File: config.mk
export PLATFORM = sky130hd
export DESIGN_NAME = hack_addn_seq
export DESIGN_NICKNAME = d
export VERILOG_FILES = /design/src/rtl/hack_addn_seq.sv
export SDC_FILE = /design/constraint.sdc
export NUM_CORES = 1
export LEC_CHECK = 0
export ABC_AREA = 1
export BUFFER_PORTS_ARGS = -buffer_cell sky130_fd_sc_hd__buf_4
export CORE_ASPECT_RATIO = 1.4
export CORE_MARGIN = 8
export CORE_UTILIZATION = 45
export CTS_CLUSTER_DIAMETER = 120
export DETAILED_ROUTE_END_ITERATION = 7
export PLACE_DENSITY = 0.67
export RECOVER_POWER = 100
export SLEW_MARGIN = 20
export SYNTH_ARGS = -nofsm -noshare
export SYNTH_HDL_FRONTEND = slang
export SYNTH_SLANG_ARGS = --single-unit
File: constraint.sdc
create_clock -name clk -period 3.34 [get_ports clk]
set_input_delay 0.501 -clock clk [delete_from_list [all_inputs] [get_ports clk]]
set_output_delay 0.501 -clock clk [all_outputs]
set_load 0.01 [all_outputs]
File: src/rtl/hack_addn_seq.sv
// Multi-cycle adder/subtractor for the Hack datapath. It processes DIGIT bits per clock and
// ripples the carry between cycles. Results and flags are published only when an operation completes.
module hack_addn_seq #(
  parameter int WIDTH = 16,
  parameter int DIGIT = 4
) (
  input  logic             clk,
  input  logic             rst_n,
  input  logic             start,
  input  logic             sub,
  input  logic [WIDTH-1:0] a,
  input  logic [WIDTH-1:0] b,
  output logic             busy,
  output logic             done,
  output logic [WIDTH-1:0] out,
  output logic             carry,
  output logic             ovf,
  output logic             zr,
  output logic             ng
);

  localparam int S     = WIDTH / DIGIT;
  localparam int CNT_W = (S > 1) ? $clog2(S) : 1;

  generate
    if (WIDTH < 2) begin : g_bad_width
      $error("hack_addn_seq: WIDTH must be at least 2");
    end
    if ((DIGIT < 1) || (WIDTH % DIGIT != 0)) begin : g_bad_digit
      $error("hack_addn_seq: WIDTH must be a multiple of DIGIT");
    end
  endgenerate

  typedef enum logic {IDLE, RUN} state_t;

  state_t             state_q, state_d;
  logic [WIDTH-1:0]   a_q, a_d;
  logic [WIDTH-1:0]   b_q, b_d;
  logic [WIDTH-1:0]   res_q, res_d;
  logic [CNT_W-1:0]   cnt_q, cnt_d;
  logic               cin_q, cin_d;
  logic               done_q, done_d;
  logic [WIDTH-1:0]   out_q, out_d;
  logic               carry_q, carry_d;
  logic               ovf_q, ovf_d;
  logic               zr_q, zr_d;
  logic               ng_q, ng_d;

  logic [DIGIT:0]       dsum;
  logic [WIDTH+DIGIT-1:0] res_shift;
  logic                 last;

  function automatic logic [DIGIT:0] digit_add(input logic [DIGIT-1:0] x,
                                               input logic [DIGIT-1:0] y,
                                               input logic             ci);
    return {1'b0, x} + {1'b0, y} + {{DIGIT{1'b0}}, ci};
  endfunction

  // Operands shift right each cycle, so the active digit always sits in the low DIGIT bits.
  assign dsum      = digit_add(a_q[DIGIT-1:0], b_q[DIGIT-1:0], cin_q);
  assign res_shift = {dsum[DIGIT-1:0], res_q};
  assign last      = (cnt_q == CNT_W'(S - 1));

  always_comb begin
    state_d = state_q;
    a_d     = a_q;
    b_d     = b_q;
    res_d   = res_q;
    cnt_d   = cnt_q;
    cin_d   = cin_q;
    done_d  = 1'b0;
    out_d   = out_q;
    carry_d = carry_q;
    ovf_d   = ovf_q;
    zr_d    = zr_q;
    ng_d    = ng_q;
    case (state_q)
      IDLE: begin
        if (start) begin
          a_d     = a;
          b_d     = b ^ {WIDTH{sub}};
          cin_d   = sub;
          cnt_d   = '0;
          res_d   = '0;
          state_d = RUN;
        end
      end
      RUN: begin
        a_d   = a_q >> DIGIT;
        b_d   = b_q >> DIGIT;
        cin_d = dsum[DIGIT];
        res_d = res_shift[WIDTH+DIGIT-1:DIGIT];
        cnt_d = cnt_q + CNT_W'(1);
        if (last) begin
          // The final digit holds both operand MSBs, which determine signed overflow.
          state_d = IDLE;
          done_d  = 1'b1;
          cnt_d   = '0;
          out_d   = res_d;
          carry_d = dsum[DIGIT];
          ovf_d   = (a_q[DIGIT-1] == b_q[DIGIT-1]) && (dsum[DIGIT-1] != a_q[DIGIT-1]);
          zr_d    = (res_d == '0);
          ng_d    = res_d[WIDTH-1];
        end
      end
      default: state_d = IDLE;
    endcase
  end

  always_ff @(posedge clk or negedge rst_n) begin
    if (!rst_n) begin
      state_q <= IDLE;
      a_q     <= '0;
      b_q     <= '0;
      res_q   <= '0;
      cnt_q   <= '0;
      cin_q   <= 1'b0;
      done_q  <= 1'b0;
      out_q   <= '0;
      carry_q <= 1'b0;
      ovf_q   <= 1'b0;
      zr_q    <= 1'b1;
      ng_q    <= 1'b0;
    end else begin
      state_q <= state_d;
      a_q     <= a_d;
      b_q     <= b_d;
      res_q   <= res_d;
      cnt_q   <= cnt_d;
      cin_q   <= cin_d;
      done_q  <= done_d;
      out_q   <= out_d;
      carry_q <= carry_d;
      ovf_q   <= ovf_d;
      zr_q    <= zr_d;
      ng_q    <= ng_d;
    end
  end

  assign busy  = (state_q == RUN);
  assign done  = done_q;
  assign out   = out_q;
  assign carry = carry_q;
  assign ovf   = ovf_q;
  assign zr    = zr_q;
  assign ng    = ng_q;

endmodule

==> impl_metrics.yaml, run 1 <==
drt:
  drc: 0
  firstDrtPassIters: 5
  wl_per_cell_um: 13.3
  wirelength_um: 6850
  viasPerCell: 4.92
  vias: 2539
  drt.antenna.violating_nets: 0
  drtIter0Drc: 162
worst_setup_path:
  timing.rr.start: "busy"
  cp_cell_sequence: "nand2_1 > clkbuf_1 > o21ai_0"
  cp.arrival_ps: 2260
  path_class: "register to register"
  reg2regPathDepth: 3
  critPathCapture: "out[0]"
  end_kind: "register"
  ff2ff_setup_slack_ps: 1260
  cp-start-kind: "register"
  path_max_fanout: 22
  crit_family: "buffers and inverters"
  critPathRequiredTime_ps: 3520
  cp_num_buf_inv: 1
  slowest_delay_ps: 640
  cp_num_cells: 3
  rr_endpoint: "out[0]"
  cpMaxStageDelayCell: "clkbuf_1"
  crit_start: "busy"
global_routing:
  grt-ovfl-total: 0
  use_met2: 0.238
  grtUsageTotal: 0.145
  gr-usage-met1: 0.173
  antenna_found_initial: 0
  grt_first_pass_wirelength_um: 11500
  use_met3: 0.0372
  grt_pass1_vias: 2507
  busiest_layer: "met2"
  grt_max_degree: 69
clock_network:
  clk-insertion-delay-late_ps: 330
  htreeDepth: 3
  cts_resized: 0
  cts_tree: "built"
  path_clk_slew_ps: 80
  cts-root-buf: "clkbuf_8"
  cts_buffers: 9
  clock_path_buffers: 2
  ctsHoldBuffers: 0
  clock_sinks: 68
  cts_setup_buffers: 0
die:
  ios: 58
  initial_core_util: 0.459
  die_w_um: 86.6
  die_area_um2: 9950
  num_rows: 36
  die_h_um: 115
  core_um2: 6850
synth:
  synthCells: 367
  syn_avg_cell_area_um2: 8.56
  yosysWarningCount: 0
  ys_seq_elements: 68
  yosysSeqAreaShare: 0.542
  syn_nets: 409
  netlist_area_um2: 3140
  ys_types: 25
layout:
  layout_common_cells: "nand2_1, dfrtp_1, o21ai_0"
  drive_gt1_frac: 0.131
  n_antenna_cell: 0
  fin_util: 0.539
  syn_to_final_growth_pct: 17.6
  final_common_cell: "nand2_1"
  fin_nets: 458
place:
  hpwl_um: 4740
  routabilityCongestion: 0.805
  port_buffers: 57
run_status:
  status: "finished with violations"
  violations: "max-capacitance violations, max-slew violations"
timing:
  worst_slew_pin_slew_ps: 1640
  min_period_ps: 2080
  slew_headroom: -0.0948
  setup_viol: 0
  clock.fmax_ghz: 0.480
  hold_violations: 0
  slew_violations: 69
  setup-tns-final_ps: 0
  min_period_over_period: 0.624
  rsz0062_at_grt: "no"
  clock_skew_ps: 9.21
pwr:
  pwr-share-seq: 0.416
  peakVddDrop_uv: 438
  clockPowerShare: 0.205
  power_frac_comb: 0.378
  p_int_uw: 1990
  powerDensity_nw_per_um2: 884
  p_sw_uw: 1280
  p_sw_frac: 0.392
  p_leak_uw: 0.00179
flow_run:
  drv_cap: 1
worst_hold_path:
  hold_path_class: "input port to register"
-- worst min-delay path by stage --
stage	cells past startpoint	endpoint	start	slack [ps]
floorplan	0	a_q[0]	rst_n	210
CTS	1	out[1]	rst_n	290
global route	3	a_q[13]	a[13]	400
detailed placement	2	a_q[12]	a_q[12]	460
finish	3	a_q[12]	a[12]	390
global placement	2	a_q[12]	a_q[12]	460
-- metrics by stage --
step                      total power (µW)  setup WS (ps)  std cells  cell area [µm²]  hold WS, ps
final                                 3270           1260        516             3690          392
after global placement                2670           1440        500             3580          460
after floorplan                       2270           1660        367             3140          205
after detailed placement              2700           1410        500             3580          460
after global routing                  3530           1060        516             3690          395
after CTS                             3380           1400        516             3780          291
-- final cells by class --
cell class / count / area, µm²
well taps: 95 / 119
multi-input cells: 240 / 1160
flip-flops and latches: 68 / 1700
inverters: 38 / 148
clock inverters: 6 / 63.8
clock buffers: 10 / 138
fillers: 683 / 3150
repair buffers: 59 / 358
-- per-layer routing --
metal / routed length [µm] / share of wire
met4: 88 / 0.013
met5: 0 / 0
met2: 3350 / 0.49
met3: 324 / 0.047
met1: 3090 / 0.45
-- registers in the layout (all words and copies together) (netlist names), 2 cells and up --
register and count:
a_q 16, b_q 16, out 16, res_q 12, cnt_q 2
-- cells by family after synthesis --
family | after synthesis | synth area share
fa+ha+maj | 6 | 0.0287
compound gates | 89 | 0.151
xor+xnor | 4 | 0.0112
simple gates | 141 | 0.180
buf+inv | 59 | 0.0869
flops | 68 | 0.542
-- cell usage after synthesis, drive strengths merged --
cell	count	area, µm²
a21o	1	7.51
a21oi	27	135
a22o	1	8.76
and2	1	6.26
buf	14	98.8
clkbuf	7	26.3
clkinv	1	8.76
dfrtp	67	1680
dfstp	1	26.3
fa	2	40.0
ha	4	50.1
inv	37	139
nand2	92	345
nand3	25	125
nor2	22	82.6
o211ai	1	7.51
o21ai	45	225
o21bai	1	7.51
o22ai	12	75.1
o31ai	1	7.51
or2	1	6.26
xnor2	4	35.0
-- worst min-delay path: stages --
cell	delay, ps
buf_4	80
nand3_1	60
nand2_1	60
-- power by group through the flow --
stage	combinational (µW)	sequential, µW	clock [µW]
finish	1240	1360	671
global route	1410	1410	719
CTS	1330	1360	684
detailed placement	1330	1380	0
global placement	1300	1370	0
floorplan	903	1370	0
Note: power is estimated with default switching activity, not from simulation.
==> run 2: changes to the inputs <==
Settings changed: PLACE_DENSITY 0.67 to 0.69.
Clock period 3.34 ns to 1.8 ns, I/O delays scaled along.
==> run 2 against run 1 <==
Against the previous run: the run now ends clean; register-to-register slack got worse by 1300 ps; design area rose by 3.1%; via count increased by 3.2%; clock-buffer cell count up 1; critical path type unchanged; largest cell class unchanged; largest power group unchanged.
==> impl_metrics.yaml, run 2 (synthesis gave the netlist of run 1 again) <==
run_status:
  status: "finished clean"
worst_setup_path:
  cp.arrival_ps: 2070
  critPathRequiredTime_ps: 2070
  timing.rr.start: "cin_q"
  path_max_fanout: 3
  ff2ff_setup_slack_ps: 2
  reg2regPathDepth: 9
  cp_cell_sequence: "inv_2 > fa_2 > inv_2 > fa_1 > inv_2 > nand3_2 > nor2_2 > nand3_1 > nand2_1"
  slowest_delay_ps: 430
  end_kind: "register"
  crit_start: "cin_q"
  crit_top_cell: "inv_2"
  path_class: "register to register"
  cpMaxStageDelayCell: "fa_1"
  cp-start-kind: "register"
worst_hold_path:
  hold_path_class: "input port to register"
  hp-start: "a[12]"
  min_path_cells: 3
clock_network:
  cts_buffers: 9
  cts-root-buf: "clkbuf_8"
  clock_sinks: 68
  htreeDepth: 3
  path_clk_slew_ps: 70
  cts_tree: "built"
  clk-insertion-delay-late_ps: 330
  clock_path_buffers: 2
layout:
  fin_nets: 468
  n_antenna_cell: 0
  layout_common_cells: "nand2_1, dfrtp_1, o21ai_0"
  regArea_um2: 1700
  fill_cells: 680
  final_common_cell: "nand2_1"
  postLayoutCellArea_um2: 3810
  multi_input_area_um2: 1170
  drive_gt1_frac: 0.158
  syn_to_final_growth_pct: 21.2
die:
  die_area_um2: 9950
  die_h_um: 115
  core_um2: 6850
  initial_core_util: 0.459
  die_w_um: 86.6
  ios: 58
  num_rows: 36
timing:
  slew_headroom: 0.558
  min_period_ps: 1800
  worst_slew_pin_slew_ps: 662
  slew_violations: 0
  clock.fmax_ghz: 0.556
  clock_skew_ps: 9.11
  setup_viol: 0
  hold_violations: 0
  setup-tns-final_ps: 0
  min_period_over_period: 0.999
  rsz0062_at_grt: "yes"
drt:
  firstDrtPassIters: 6
  drc: 0
  wl_per_cell_um: 13.4
  drt.antenna.violating_nets: 0
  wirelength_um: 7040
  vias: 2619
  drtIter0Drc: 114
  viasPerCell: 4.98
global_routing:
  grt_pass1_vias: 2598
  grt_max_degree: 47
  grt-ovfl-total: 0
  grtUsageTotal: 0.149
  antenna_found_initial: 0
  grt_first_pass_wirelength_um: 11900
place:
  port_buffers: 57
  hpwl_um: 5020
  routabilityCongestion: 0.764
  dpl_cell_area_um2: 3640
flow_run:
  drv_cap: 0
pwr:
  peakVddDrop_uv: 698
  powerDensity_nw_per_um2: 1700
  p_leak_uw: 0.00185
==> run 2: changes by cell type in the layout (fill, tap and decap cells not counted), moves of 2 or more <==
cell        change
inv_2           +3
inv_1           -3
buf_4           +7
clkinvlp_4      -2
clkbuf_1        +3
bufinv_16       +2
==> run 2: final cells by class <==
| type | count | share of cell area |
|---|---|---|
| repair buffers | 69 | 0.113 |
| inverters | 38 | 0.0388 |
| well taps | 95 | 0.0312 |
| clock buffers | 11 | 0.0345 |
| multi-input cells | 240 | 0.309 |
| flip-flops and latches | 68 | 0.447 |
| clock inverters | 5 | 0.0263 |
==> run 2: path summary, 6_finish.rpt <==
check / to
min in group asynchronous: out[2]
hold / removal: a_q[12]
hold reg to reg: a_q[14]
max in group asynchronous: b_q[2]
setup reg to reg: zr
setup / recovery: zr
==> run 2: metrics by stage <==
stage,utilization,std cells,worst slack (ps),total power [µW],hold slack [ps]
floorplan,-,367,116,4220,-25.6
global placement,0.532,507,36.1,5020,207
detailed placement,0.532,507,-26.8,5090,210
CTS,0.568,524,46.6,6590,155
global route,0.556,526,-67.9,6990,164
finish,0.556,526,1.92,6460,166
==> run 2: layer usage <==
metal  routed length, µm  GRT usage  vias to the layer above
met2                3490      0.250                       80
met4                 116     0.0657                        0
met1                3040      0.175                     1212
met3                 397     0.0393                       16
met5                   0          0                        -
li1                    -          -                     1311
==> run 2: repair_timing <==
| item | CTS | global route |
|---|---|---|
| endpoints found under the setup margin | 1 | 1 |
| buffers inserted | 0 | 2 |
| gates resized for setup | 3 | 3 |
| hold buffers | 1 | 0 |
| hold endpoints to repair | 25 | 0 |
| pin swaps | 0 | 5 |
==> run 2: report_power, final <==
| part | switching, µW | total, µW | leakage [µW] | internal [µW] |
|---|---|---|---|---|
| Sequential | 333 | 2500 | 0.000861 | 2160 |
| Clock | 547 | 1460 | 0.000117 | 917 |
| Combinational | 1520 | 2500 | 0.000871 | 979 |
| Total | 2400 | 6460 | 0.00185 | 4060 |
==> run 2: worst max-delay path: cells and delay by family (launching register included) <==
kind / cells / cell delay (ps)
DFF: 1 / 340
buffers and inverters: 3 / 220
and+or+nand+nor: 4 / 370
adders and majority gates: 2 / 810
